$ cat src/rtl/cpu_defs.sv
// Shared CPU definitions: opcodes, instruction classes and control FSM state encodings.
package cpu_defs;

  typedef enum logic [3:0] {
    S_RESET = 4'd0,
    S_T0    = 4'd1,
    S_T1    = 4'd2,
    S_T2    = 4'd3,
    S_T3    = 4'd4,
    S_T4    = 4'd5,
    S_T5    = 4'd6,
    S_T6    = 4'd7,
    S_HALT  = 4'd8
  } state_e;

  typedef enum logic [1:0] {
    CLS_ALU,
    CLS_MULDIV,
    CLS_HALT,
    CLS_NOP
  } op_class_e;

  localparam logic [4:0] OP_ADD  = 5'b00000;
  localparam logic [4:0] OP_SUB  = 5'b00001;
  localparam logic [4:0] OP_AND  = 5'b00010;
  localparam logic [4:0] OP_OR   = 5'b00011;
  localparam logic [4:0] OP_SHR  = 5'b00100;
  localparam logic [4:0] OP_SHRA = 5'b00101;
  localparam logic [4:0] OP_SHL  = 5'b00110;
  localparam logic [4:0] OP_ROR  = 5'b00111;
  localparam logic [4:0] OP_ROL  = 5'b01000;
  localparam logic [4:0] OP_MUL  = 5'b01111;
  localparam logic [4:0] OP_DIV  = 5'b10000;
  localparam logic [4:0] OP_NOP  = 5'b11010;
  localparam logic [4:0] OP_HALT = 5'b11011;

  // Undefined opcodes fall into the nop class so they retire harmlessly after T3.
  function automatic op_class_e op_class(input logic [4:0] op);
    if (op <= OP_ROL)                      return CLS_ALU;
    else if (op == OP_MUL || op == OP_DIV) return CLS_MULDIV;
    else if (op == OP_HALT)                return CLS_HALT;
    else                                   return CLS_NOP;
  endfunction

endpackage

$ cat src/rtl/control_unit.sv
// Moore-decoded control FSM: fetch (T0-T2), class-dependent execute (T3-T6), HALT.
module control_unit
  import cpu_defs::*;
(
  input  logic        clk,
  input  logic        clr,
  input  logic [31:0] ir,
  output logic        PCout,
  output logic        Zlowout,
  output logic        ZHighout,
  output logic        MDRout,
  output logic        HIout,
  output logic        LOout,
  output logic        MARin,
  output logic        PCin,
  output logic        MDRin,
  output logic        IRin,
  output logic        Yin,
  output logic        ZHIin,
  output logic        ZLOin,
  output logic        HIin,
  output logic        LOin,
  output logic        IncPC,
  output logic        Read,
  output logic [4:0]  operation,
  output logic        Gra,
  output logic        Grb,
  output logic        Grc,
  output logic        Rin,
  output logic        Rout,
  output logic        run,
  output logic [3:0]  state
);

  state_e    state_q, state_d;
  op_class_e cls;
  logic [4:0] opcode;
  logic       unused_ir_fields;

  assign opcode           = ir[31:27];
  assign cls              = op_class(opcode);
  assign unused_ir_fields = ^ir[26:0];
  assign state            = state_q;

  always_ff @(posedge clk or negedge clr) begin
    if (!clr) state_q <= S_RESET;
    else      state_q <= state_d;
  end

  always_comb begin
    state_d = S_RESET;
    unique case (state_q)
      S_RESET: state_d = S_T0;
      S_T0:    state_d = S_T1;
      S_T1:    state_d = S_T2;
      S_T2:    state_d = S_T3;
      S_T3: begin
        unique case (cls)
          CLS_ALU, CLS_MULDIV: state_d = S_T4;
          CLS_HALT:            state_d = S_HALT;
          default:             state_d = S_T0;
        endcase
      end
      S_T4:    state_d = S_T5;
      S_T5:    state_d = (cls == CLS_MULDIV) ? S_T6 : S_T0;
      S_T6:    state_d = S_T0;
      S_HALT:  state_d = S_HALT;
      default: state_d = S_RESET;
    endcase
  end

  always_comb begin
    PCout = 1'b0; Zlowout = 1'b0; ZHighout = 1'b0; MDRout = 1'b0;
    HIout = 1'b0; LOout = 1'b0;
    MARin = 1'b0; PCin = 1'b0; MDRin = 1'b0; IRin = 1'b0; Yin = 1'b0;
    ZHIin = 1'b0; ZLOin = 1'b0; HIin = 1'b0; LOin = 1'b0;
    IncPC = 1'b0; Read = 1'b0;
    Gra = 1'b0; Grb = 1'b0; Grc = 1'b0; Rin = 1'b0; Rout = 1'b0;
    operation = '0;
    run = (state_q != S_RESET) && (state_q != S_HALT);
    unique case (state_q)
      S_T0: begin PCout = 1'b1; MARin = 1'b1; IncPC = 1'b1; ZLOin = 1'b1; end
      S_T1: begin Zlowout = 1'b1; PCin = 1'b1; Read = 1'b1; MDRin = 1'b1; end
      S_T2: begin MDRout = 1'b1; IRin = 1'b1; end
      S_T3: begin
        if (cls == CLS_ALU) begin
          Grb = 1'b1; Rout = 1'b1; Yin = 1'b1;
        end else if (cls == CLS_MULDIV) begin
          Gra = 1'b1; Rout = 1'b1; Yin = 1'b1;
        end
      end
      S_T4: begin
        if (cls == CLS_ALU) begin
          Grc = 1'b1; Rout = 1'b1; operation = opcode; ZLOin = 1'b1;
        end else if (cls == CLS_MULDIV) begin
          Grb = 1'b1; Rout = 1'b1; operation = opcode; ZHIin = 1'b1; ZLOin = 1'b1;
        end
      end
      S_T5: begin
        if (cls == CLS_ALU) begin
          Zlowout = 1'b1; Gra = 1'b1; Rin = 1'b1;
        end else if (cls == CLS_MULDIV) begin
          Zlowout = 1'b1; LOin = 1'b1;
        end
      end
      S_T6: begin ZHighout = 1'b1; HIin = 1'b1; end
      default: ;
    endcase
  end

endmodule

$ cat config.mk
export PLATFORM = sky130hd
export DESIGN_NAME = control_unit
export DESIGN_NICKNAME = d
export VERILOG_FILES = /design/src/rtl/cpu_defs.sv /design/src/rtl/control_unit.sv
export SDC_FILE = /design/constraint.sdc
export NUM_CORES = 1
export LEC_CHECK = 0
export CORE_MARGIN = 3
export CORE_UTILIZATION = 23
export CTS_BUF_LIST = sky130_fd_sc_hd__clkbuf_16
export CTS_CLUSTER_SIZE = 16
export DETAILED_ROUTE_END_ITERATION = 6
export GPL_ROUTABILITY_DRIVEN = 0
export PLACE_DENSITY = 0.71
export SYNTH_ARGS = -nofsm -noshare
export SYNTH_HDL_FRONTEND = slang
export SYNTH_SLANG_ARGS = --single-unit
$ cat constraint.sdc
create_clock -name clk -period 1.77 [get_ports clk]
set_clock_uncertainty 0.1 [all_clocks]
set_input_delay 0.354 -clock clk [delete_from_list [all_inputs] [get_ports clk]]
set_output_delay 0.354 -clock clk [all_outputs]
set_load 0.005 [all_outputs]
==> run_results.csv <==
group,metric,value,unit
placed_design,dp_hpwl,1618,um
critical_path,cp_max_fo,3,
placed_design,dp_worst_setup_slack,-1.173,ns
floorplanning,dieArea,2980,sq um
sta,rsz0062_at_grt,"true",
floorplanning,initial_utilization,25.83,%
route,totalWireLength,2566,um
min_path,hp-class,"input port to async pin",
floorplanning,die_h,54.59,um
sta,setup_ws,-0.4107,ns
route,drc,0,
clock_network,clk_pin_slew_worst_paths,0.03,ns
finish,drive_gt1_share,76.76,%
synth,syn_area_per_cell,8.105,sq um
critical_path,startpoint_type,"input port",
global_routing,antenna_found_initial,0,
power_and_ir_drop,power_leakage,0.0007224,uW
critical_path,critPathKind,"input port to output port",
global_routing,grt_usage,18.03,%
job,max_cap_violations,0,
global_routing,gr-total-overflow,0,
floorplanning,die_w,54.59,um
synth,ys_seq_elements,4,
floorplanning,rows,16,
synth,ys.warnings.count,0,
synth,yosysSeqAreaShare,18.43,%
route,viasPerCell,4.775,
sta,hold_viol,0,
route,routedWlPerCell,15.18,um
synth,synth.most_common_cell,"buf_4",
route,ant_nets,0,
synth,synth_simple_gate_area_share,34.56,%
route,drtIter0Drc,8,
power_and_ir_drop,ir_worst_vdd,1122,uV
clock_network,cts_tree,"built",
floorplanning,io_pins,66,
clock_network,clock_latency,0.22,ns
synth,syn_area,543.0,sq um
route,dr.pass1.iters,3,
critical_path,arrival,1.73,ns
critical_path,worst_ep_required_time,1.32,ns
clock_network,cts_hold_buf,0,
sta,fin_crit,2.181,ns
route,vias,807,
synth,synthFlopType,"dfrtp_1",
finish,insertedDiodeCount,0,
synth,synth_commonest_cells,"buf_4, nor3_1, and3_1",
clock_network,clock_path_buffers,2,
synth,netlist.area_leader.share,18.43,%
placed_design,portBuffers,36,
finish,area_delta_synth_final,161.3,%
clock_network,cts_root_buf,"clkbuf_16",
synth,yosys-top-cells-area,"dfrtp_1, buf_4, nor3_1, and3_1, a2111oi_4",
power_and_ir_drop,power_density,1352,nW/um^2
sta,whs,0.2465,ns
synth,synth_edf_count,0,
synth,yosysUniqueCellTypes,33,
clock_network,numCtsBuffers,3,
status,violations,"setup timing",
finish,largest_reg_flops,4,
critical_path,worst_setup_path_end_kind,"output port",
global_routing,grt_max_degree,13,
synth,synth_cells,67,
status,status,"finished, violations left",
global_routing,grt_pass1_wl,3808,um
synth,synth_compound_area_share,26.50,%
sta,min_period_over_period,123.2,%
finish,nets,178,
synth,yosysTopAreaCell,"dfrtp_1",
clock_network,htreeDepth,1,
floorplanning,fp.coreArea,2102,sq um
synth,synth_xor_area_share,0,%
clock_network,cts_sinks,4,
synth,async_flop_share,100.0,%
critical_path,worstRegToRegCells,6,
global_routing,grt_pass1_vias,768,
synth,synth_fa_ha_area_share,0,%
placed_design,dp_cells,146,
synth,synth_top_family_by_area,"simple AND/OR/NAND/NOR gates",
sta,slew_violations,0,
sta,finalSetupViolations,16,
finish,final_cells,169,
synth,synth.area.mux_share,3.917,%
sta,max_freq,0.4586,GHz
-- timing repair --
action                                  4_1_cts  5_1_grt
gates resized for setup                     144       23
buffers inserted                             10       10
hold endpoints to repair                      0        0
endpoints found under the setup margin       31       22
cloned                                        1        0
pin swaps                                    13        5
-- kinds of logic (layout without fill, tap and decap cells) --
family / count (synthesis) / after routing
simple gates: 32 / 33
flops: 4 / 4
compound gates: 14 / 14
mux: 2 / 2
other cells: 1 / 2
buf+inv: 14 / 87
-- stage by stage --
stage	util [%]	setup TNS (ns)	power (uW)	instance area, sq um
2_1_floorplan	-	-0.1788	646.2	569.3
3_3_place_gp	51.73	-17.81	1205	1087
3_5_place_dp	51.73	-18.93	1223	1087
4_1_cts	63.04	-4.231	1734	1325
5_1_grt	67.50	-5.307	2041	1419
6_report	67.50	-4.399	1918	1419
-- cells in the final DEF, fill, tap and decap left out, drive strengths merged, types with 2 or more instances in the layout --
cell,Yosys,routed
clkdlybuf4s50,0,3
clkbuf,3,9
conb,1,2
a21o,2,2
a21oi,2,2
dfrtp,4,4
nor2,3,3
or3,2,2
dlygate4sd2,0,5
a211oi,2,2
and3,6,6
inv,2,2
nor2b,2,2
nand2,3,3
nor3,9,10
nand2b,3,3
buf,9,68
-- worst paths after layout --
kind,start,end,slack [ns]
worst min-delay path,clr,state[3],0.25
worst max register to register,state[2],state[2],0.34
min in group clk,state[3],state[0],0.53
worst min register to register,state[3],state[0],0.53
max in group asynchronous,clr,state[0],1.13
worst max-delay path,ir[30],operation[0],-0.41
-- worst max-delay path, stage by stage --
cell and delay (ns):
buf_8 0.10, a2111o_1 0.41, o211a_4 0.17, nor3_4 0.23, buf_6 0.14, buf_6 0.08, and3_4 0.16, buf_6 0.08
-- cell type report --
type / count / area, sq um
tap: 27 / 33.78
clock buffer: 3 / 75.07
timing repair buffer: 82 / 659.4
fill: 175 / 683.2
multi-input combinational: 51 / 540.5
sequential: 4 / 102.6
inverter: 2 / 7.507
-- layer usage --
| layer | global-route usage (%) | routed length (um) | vias up |
|---|---|---|---|
| li1 | - | - | 389 |
| met1 | 21.11 | 981 | 388 |
| met2 | 33.46 | 1394 | 28 |
| met3 | 3.815 | 163 | 2 |
| met4 | 2.905 | 26 | 0 |
| met5 | 0 | 0 | - |
-- power breakdown --
| part | internal (uW) | leakage (uW) | total (uW) | switching [uW] |
|---|---|---|---|---|
| sequential | 132 | 0.0000482 | 188 | 55.8 |
| clock | 289 | 0.0000370 | 354 | 65.2 |
| combinational | 775 | 0.000637 | 1380 | 602 |
(Power assumes the default switching activity.)
